==> config.mk <==
export PLATFORM = sky130hd
export DESIGN_NAME = if_stage_buffered_flat
export DESIGN_NICKNAME = d
export VERILOG_FILES = /design/src/rtl/if_stage_buffered_pkg.sv /design/src/rtl/if_stage_buffered_if.sv /design/src/rtl/if_stage_buffered_sync_fifo.sv /design/src/rtl/if_stage_buffered.sv /design/src/flat_wrapper.sv
export SDC_FILE = /design/constraint.sdc
export NUM_CORES = 1
export LEC_CHECK = 0
export CAP_MARGIN = 0
export CORE_ASPECT_RATIO = 1.5
export CORE_MARGIN = 8
export CORE_UTILIZATION = 60
export DETAILED_ROUTE_END_ITERATION = 10
export PLACE_DENSITY = 0.86
export SYNTH_ARGS = -nofsm -noshare
export SYNTH_HDL_FRONTEND = slang
export SYNTH_HIERARCHICAL = 1
export SYNTH_SLANG_ARGS = --single-unit
==> constraint.sdc <==
create_clock -name clk -period 9.91 [get_ports clk]
set_clock_uncertainty 0.2 [all_clocks]
set_input_delay 1.4865 -clock clk [delete_from_list [all_inputs] [get_ports clk]]
set_output_delay 1.4865 -clock clk [all_outputs]
set_load 0.005 [all_outputs]
==> src/rtl/if_stage_buffered_pkg.sv <==
// Shared constants and bus layouts for the buffered instruction-fetch stage.
package if_stage_buffered_pkg;
   localparam logic [31:0] RESET_PC_DEF   = 32'h1c00_0000;
   localparam int          BR_BUS_W       = 33;
   localparam int          FS_TO_DS_BUS_W = 64;
   localparam logic [1:0]  SRAM_SIZE_WORD = 2'b10;
   localparam logic        SRAM_WR_READ   = 1'b0;

   typedef struct packed {
      logic        br_taken;
      logic [31:0] br_target;
   } br_bus_t;

   typedef struct packed {
      logic [31:0] inst;
      logic [31:0] pc;
   } fs_to_ds_t;
endpackage

==> src/rtl/if_stage_buffered_if.sv <==
// Inst-SRAM split-transaction port plus the IF<->ID handshake of the fetch stage.
interface if_stage_buffered_if;
   import if_stage_buffered_pkg::*;

   logic                      inst_sram_req;
   logic                      inst_sram_wr;
   logic [1:0]                inst_sram_size;
   logic [3:0]                inst_sram_wstrb;
   logic [31:0]               inst_sram_addr;
   logic [31:0]               inst_sram_wdata;
   logic                      inst_sram_addr_ok;
   logic                      inst_sram_data_ok;
   logic [31:0]               inst_sram_rdata;
   logic                      id_allowin;
   logic [BR_BUS_W-1:0]       id_to_if_bus;
   logic                      if_to_id_valid;
   logic [FS_TO_DS_BUS_W-1:0] if_to_id_bus;

   modport master (
      output inst_sram_req, inst_sram_wr, inst_sram_size, inst_sram_wstrb,
             inst_sram_addr, inst_sram_wdata, if_to_id_valid, if_to_id_bus,
      input  inst_sram_addr_ok, inst_sram_data_ok, inst_sram_rdata,
             id_allowin, id_to_if_bus
   );

   modport slave (
      input  inst_sram_req, inst_sram_wr, inst_sram_size, inst_sram_wstrb,
             inst_sram_addr, inst_sram_wdata, if_to_id_valid, if_to_id_bus,
      output inst_sram_addr_ok, inst_sram_data_ok, inst_sram_rdata,
             id_allowin, id_to_if_bus
   );
endinterface

==> src/rtl/if_stage_buffered_sync_fifo.sv <==
// Synchronous FIFO with flush; used for the instruction queue and the in-flight PC queue.
module sync_fifo #(
   parameter int WIDTH = 32,
   parameter int DEPTH = 4
) (
   input  logic                     clk,
   input  logic                     reset,
   input  logic                     flush,
   input  logic                     push,
   input  logic [WIDTH-1:0]         din,
   input  logic                     pop,
   output logic [WIDTH-1:0]         dout,
   output logic [$clog2(DEPTH):0]   count,
   output logic                     empty,
   output logic                     full
);
   localparam int PW = (DEPTH > 1) ? $clog2(DEPTH) : 1;
   localparam int CW = $clog2(DEPTH) + 1;

   logic [WIDTH-1:0] mem [DEPTH];
   logic [PW-1:0]    rd_ptr;
   logic [PW-1:0]    wr_ptr;
   logic             do_push;
   logic             do_pop;

   function automatic logic [PW-1:0] ptr_next(input logic [PW-1:0] p);
      return (p == PW'(DEPTH - 1)) ? '0 : p + 1'b1;
   endfunction

   assign empty   = (count == '0);
   assign full    = (count == CW'(DEPTH));
   assign do_pop  = pop & ~empty;
   // a push into a full queue is legal only when the head leaves in the same cycle
   assign do_push = push & (~full | do_pop);
   assign dout    = mem[rd_ptr];

   always_ff @(posedge clk) begin
      if (reset || flush) begin
         rd_ptr <= '0;
         wr_ptr <= '0;
         count  <= '0;
      end else begin
         if (do_push) wr_ptr <= ptr_next(wr_ptr);
         if (do_pop)  rd_ptr <= ptr_next(rd_ptr);
         if (do_push && !do_pop)      count <= count + 1'b1;
         else if (!do_push && do_pop) count <= count - 1'b1;
      end
   end

   always_ff @(posedge clk) begin
      if (do_push && !flush) mem[wr_ptr] <= din;
   end
endmodule

==> src/rtl/if_stage_buffered.sv <==
// Buffered IF stage: credit-limited split-transaction fetch, instruction queue,
// and branch redirect with cancellation of stale in-flight responses.
module if_stage_buffered
   import if_stage_buffered_pkg::*;
#(
   parameter logic [31:0] RESET_PC        = RESET_PC_DEF,
   parameter int          IBUF_DEPTH      = 4,
   parameter int          MAX_OUTSTANDING = 2
) (
   input logic                 clk,
   input logic                 reset,
   if_stage_buffered_if.master bus
);
   localparam int CW = $clog2(IBUF_DEPTH) + 1;
   localparam int OW = $clog2(MAX_OUTSTANDING) + 1;

   br_bus_t     br;
   fs_to_ds_t   ibuf_head;
   logic [31:0] fetch_pc;
   logic [31:0] redirect_pc;
   logic        redirect_pending;
   logic [CW-1:0] cancel_cnt;
   logic [CW-1:0] outstanding;
   logic [CW-1:0] outstanding_nxt;
   logic [OW-1:0] pcq_count;
   logic [CW-1:0] ibuf_count;
   logic        pcq_empty, pcq_full, ibuf_empty, ibuf_full;
   logic [31:0] resp_pc;
   logic        req, hs, resp, drop, ibuf_push, ibuf_pop;

   assign br          = br_bus_t'(bus.id_to_if_bus);
   assign outstanding = CW'(pcq_count);

   // credit rule: every request in flight owns a queue slot, so the ibuf cannot overflow
   assign req  = ~reset & ~pcq_full &
                 (({1'b0, outstanding} + {1'b0, ibuf_count}) < (CW + 1)'(IBUF_DEPTH));
   assign hs   = req & bus.inst_sram_addr_ok;
   assign resp = bus.inst_sram_data_ok;
   assign drop = resp & (cancel_cnt != '0);

   assign ibuf_push = resp & ~drop & ~br.br_taken;
   assign ibuf_pop  = ~ibuf_empty & bus.id_allowin;
   assign outstanding_nxt = outstanding + CW'(hs) - CW'(resp);

   sync_fifo #(.WIDTH(32), .DEPTH(MAX_OUTSTANDING)) u_pcq (
      .clk   (clk),
      .reset (reset),
      .flush (1'b0),
      .push  (hs),
      .din   (fetch_pc),
      .pop   (resp),
      .dout  (resp_pc),
      .count (pcq_count),
      .empty (pcq_empty),
      .full  (pcq_full)
   );

   sync_fifo #(.WIDTH(FS_TO_DS_BUS_W), .DEPTH(IBUF_DEPTH)) u_ibuf (
      .clk   (clk),
      .reset (reset),
      .flush (br.br_taken),
      .push  (ibuf_push),
      .din   ({bus.inst_sram_rdata, resp_pc}),
      .pop   (ibuf_pop),
      .dout  (ibuf_head),
      .count (ibuf_count),
      .empty (ibuf_empty),
      .full  (ibuf_full)
   );

   always_ff @(posedge clk) begin
      if (reset) begin
         fetch_pc         <= RESET_PC;
         redirect_pc      <= '0;
         redirect_pending <= 1'b0;
         cancel_cnt       <= '0;
      end else if (br.br_taken) begin
         cancel_cnt <= outstanding_nxt;
         // a request already on the bus must not be withdrawn; park the target until it completes
         if (req && !bus.inst_sram_addr_ok) begin
            redirect_pending <= 1'b1;
            redirect_pc      <= br.br_target;
         end else begin
            redirect_pending <= 1'b0;
            fetch_pc         <= br.br_target;
         end
      end else begin
         cancel_cnt <= cancel_cnt - CW'(drop) + CW'(hs & redirect_pending);
         if (hs) begin
            fetch_pc         <= redirect_pending ? redirect_pc : fetch_pc + 32'd4;
            redirect_pending <= 1'b0;
         end
      end
   end

   assign bus.inst_sram_req   = req;
   assign bus.inst_sram_addr  = fetch_pc;
   assign bus.inst_sram_wr    = SRAM_WR_READ;
   assign bus.inst_sram_size  = SRAM_SIZE_WORD;
   assign bus.inst_sram_wstrb = 4'b0000;
   assign bus.inst_sram_wdata = 32'h0;
   assign bus.if_to_id_valid  = ~ibuf_empty;
   assign bus.if_to_id_bus    = ibuf_empty ? '0 : ibuf_head;

   a_ibuf_no_overflow: assert property (@(posedge clk) disable iff (reset)
      !(ibuf_full && ibuf_push && !ibuf_pop && !br.br_taken));
   a_resp_has_req: assert property (@(posedge clk) disable iff (reset)
      !(resp && pcq_empty));
endmodule

==> src/flat_wrapper.sv <==
// flat-port wrapper written by rule: the top's interface ports become plain ports
module if_stage_buffered_flat import if_stage_buffered_pkg::*;
#(
   parameter logic [31:0] RESET_PC        = RESET_PC_DEF,
   parameter int          IBUF_DEPTH      = 4,
   parameter int          MAX_OUTSTANDING = 2
)
  (clk, reset, bus_inst_sram_req, bus_inst_sram_wr, bus_inst_sram_size, bus_inst_sram_wstrb, bus_inst_sram_addr, bus_inst_sram_wdata, bus_if_to_id_valid, bus_if_to_id_bus, bus_inst_sram_addr_ok, bus_inst_sram_data_ok, bus_inst_sram_rdata, bus_id_allowin, bus_id_to_if_bus);
  if_stage_buffered_if bus_i ();
  input logic clk;
  input logic reset;
  output wire logic [$bits(bus_i.inst_sram_req)-1:0] bus_inst_sram_req;
  output wire logic [$bits(bus_i.inst_sram_wr)-1:0] bus_inst_sram_wr;
  output wire logic [$bits(bus_i.inst_sram_size)-1:0] bus_inst_sram_size;
  output wire logic [$bits(bus_i.inst_sram_wstrb)-1:0] bus_inst_sram_wstrb;
  output wire logic [$bits(bus_i.inst_sram_addr)-1:0] bus_inst_sram_addr;
  output wire logic [$bits(bus_i.inst_sram_wdata)-1:0] bus_inst_sram_wdata;
  output wire logic [$bits(bus_i.if_to_id_valid)-1:0] bus_if_to_id_valid;
  output wire logic [$bits(bus_i.if_to_id_bus)-1:0] bus_if_to_id_bus;
  input wire logic [$bits(bus_i.inst_sram_addr_ok)-1:0] bus_inst_sram_addr_ok;
  input wire logic [$bits(bus_i.inst_sram_data_ok)-1:0] bus_inst_sram_data_ok;
  input wire logic [$bits(bus_i.inst_sram_rdata)-1:0] bus_inst_sram_rdata;
  input wire logic [$bits(bus_i.id_allowin)-1:0] bus_id_allowin;
  input wire logic [$bits(bus_i.id_to_if_bus)-1:0] bus_id_to_if_bus;
  assign bus_inst_sram_req = bus_i.inst_sram_req;
  assign bus_inst_sram_wr = bus_i.inst_sram_wr;
  assign bus_inst_sram_size = bus_i.inst_sram_size;
  assign bus_inst_sram_wstrb = bus_i.inst_sram_wstrb;
  assign bus_inst_sram_addr = bus_i.inst_sram_addr;
  assign bus_inst_sram_wdata = bus_i.inst_sram_wdata;
  assign bus_if_to_id_valid = bus_i.if_to_id_valid;
  assign bus_if_to_id_bus = bus_i.if_to_id_bus;
  assign bus_i.inst_sram_addr_ok = bus_inst_sram_addr_ok;
  assign bus_i.inst_sram_data_ok = bus_inst_sram_data_ok;
  assign bus_i.inst_sram_rdata = bus_inst_sram_rdata;
  assign bus_i.id_allowin = bus_id_allowin;
  assign bus_i.id_to_if_bus = bus_id_to_if_bus;
  if_stage_buffered #(.RESET_PC(RESET_PC), .IBUF_DEPTH(IBUF_DEPTH), .MAX_OUTSTANDING(MAX_OUTSTANDING)) u_core (.clk(clk), .reset(reset), .bus(bus_i));
endmodule
==> impl_metrics.json <==
{
  "finalCritPeriodShare": 0.4923,
  "viasPerCell": 5.813,
  "p_comb_frac": 0.090,
  "cts_tree": "yes",
  "die_h_um": 223.1,
  "max_freq_mhz": 205.0,
  "clock_power_share": 0.371,
  "setup_violations": 0,
  "p_leak_nw": 6.575,
  "grt_pass1_wl_um": 55490,
  "rsz0062_at_grt": "false",
  "grt_pass1_vias": 10380,
  "crit_required_ns": 8.22,
  "holdPathEnd": "u_core/redirect_pc[24]",
  "synth_area_um2": 17160,
  "num-fill-cells": 1848,
  "h-tree-depth": 2,
  "r2r-start": "u_core/u_ibuf/count[0]",
  "wl_met1_um": 13050,
  "p_switching_uw": 779.0,
  "yosys_warnings": 6,
  "ir_worst_vdd_mv": 0.1282,
  "swShare": 0.2203,
  "crit_fanout": 52,
  "die_area_um2": 34370,
  "areaGrowthSynthToFinish_pct": 16.71,
  "routed.top_layer": "met4",
  "p_per_area_nw_per_um2": 176.6,
  "clk_latency_ns": 0.52,
  "crit_chain": "buf_4 -> mux4_2 -> nor2b_1 -> clkdlybuf4s50_1",
  "hold_depth": 2,
  "grtUsageTotal": 0.2028,
  "fin_crit_ns": 4.878,
  "wl_met2_um": 18120,
  "internal-power_mw": 2.757,
  "drc": 0,
  "dp.final_hpwl_um": 21640,
  "clk_path_buf_depth": 3,
  "r2r_cells": 12,
  "layout.nets": 1399,
  "start_util": 0.6035,
  "hold_ws_ns": 0.2564,
  "grt_remaining_overflow": 0,
  "cts_hold_buf": 0,
  "maxSlewViolCount": 0,
  "seq_power_share": 0.539,
  "finalHoldViolations": 0,
  "status": "finished clean",
  "drt-initial-drc-count": 529,
  "core_um2": 28430,
  "gp_congestion": 0.8362,
  "post_cts_buffers": 0,
  "cts-root-buf": "clkbuf_16",
  "cts_resized": 0,
  "synthCells": 1156,
  "antenna_found_initial": 0,
  "dieWidth_um": 154.1,
  "drv_cap": 0,
  "rows": 76,
  "tightest_slew_ns": 1.274,
  "wirelength_um": 34190,
  "layout-drive-gt1-share": 0.1538,
  "wl_per_cell_um": 20.23,
  "wl_met3_um": 1947,
  "holdCritPathClass": "flop to flop",
  "cts_made_buffers": 35,
  "avgSynthCellArea_um2": 14.84,
  "slew_headroom": 0.1508,
  "firstDrtPassIters": 5,
  "max_stage_delay_ns": 0.83,
  "reg2reg_setup_slack_ns": 6.42,
  "crit_path_end_kind": "primary output",
  "start_kind": "flop",
  "place.port_buffers": 167,
  "path_clk_slew_ns": 0.06,
  "final_cell_mix": "edfxtp_1, clkdlybuf4s50_1, nand2_1",
  "critPathSlowestCell": "buf_4",
  "min_from": "u_core/redirect_pc[24]",
  "cts_sinks": 402,
  "crit_type": "flop to primary output",
  "grt_max_degree": 88,
  "mostFrequentLayoutCell": "edfxtp_1",
  "diodes": 0,
  "via_count": 9824,
  "tns_ns": 0,
  "critPathArrivalTime_ns": 3.19,
  "r2r-end": "u_core/u_ibuf/count[2]",
  "final_antenna_net_count": 0,
  "io_pins": 207
}
==> per-layer routing <==
layer,GRT usage,vias up
li1,-,4573
met1,0.2334,4813
met2,0.3675,363
met3,0.03312,75
met4,0.08468,0
met5,0,-
==> registers in the layout, summed over array words and instances (netlist names), named ones only <==
register and cells:
u_core/u_pcq/count 2, u_core/u_pcq/mem 64, u_core/cancel_cnt 3, u_core/u_ibuf/rd_ptr 2
u_core/redirect_pc 32, u_core/u_ibuf/count 3, u_core/redirect_pending 1, u_core/u_pcq/wr_ptr 1
u_core/u_ibuf/mem 256, u_core/u_ibuf/wr_ptr 2, u_core/u_pcq/rd_ptr 1, u_core/bus.inst_sram_addr 32
==> metrics by stage <==
step	power [mW]	utilization	std cells	area [um2]	setup WS [ns]
after floorplan	2.116	-	1200	17320	3.861
after global routing	3.657	0.7043	1690	20020	4.794
after detailed placement	2.260	0.6656	1627	18920	5.328
after CTS	3.565	0.7043	1690	20020	4.897
final	3.536	0.7043	1690	20020	5.032
after global placement	2.247	0.6656	1627	18920	5.442
==> power by group through the flow <==
stage	Clock, mW	Sequential (mW)	Combinational, mW
after CTS	1.34	1.91	0.319
after floorplan	0	1.93	0.187
after global routing	1.40	1.91	0.349
after global placement	0	1.94	0.307
final	1.31	1.91	0.317
after detailed placement	0	1.94	0.317
==> how the worst max path moves through the flow <==
stage | endpoint | slack [ns]
finish | bus_if_to_id_bus[21] | 5.03
floorplan | u_core/u_ibuf/mem[2][0] | 3.86
detailed placement | u_core/u_ibuf/mem[1][28] | 5.33
CTS | bus_if_to_id_bus[14] | 4.90
global route | bus_if_to_id_bus[18] | 4.79
global placement | u_core/u_ibuf/mem[2][36] | 5.44
==> layout make-up <==
type	count	area (um2)	share of cell area
flip-flops and latches	402	11260	0.5622
multi-input cells	656	5318	0.2656
repair buffers	182	1774	0.08860
clock buffers	44	952.2	0.04755
well taps	351	439.2	0.02193
clock inverters	19	148.9	0.007436
inverters	36	135.1	0.006748
==> critical path, delay by kind of cell, from the launching register on <==
kind / cells / cell delay (ns)
buf+inv: 2 / 1.33
flops: 1 / 0.51
mux: 1 / 0.60
simple gates: 1 / 0.18
Note: power is estimated with default switching activity, not from simulation.
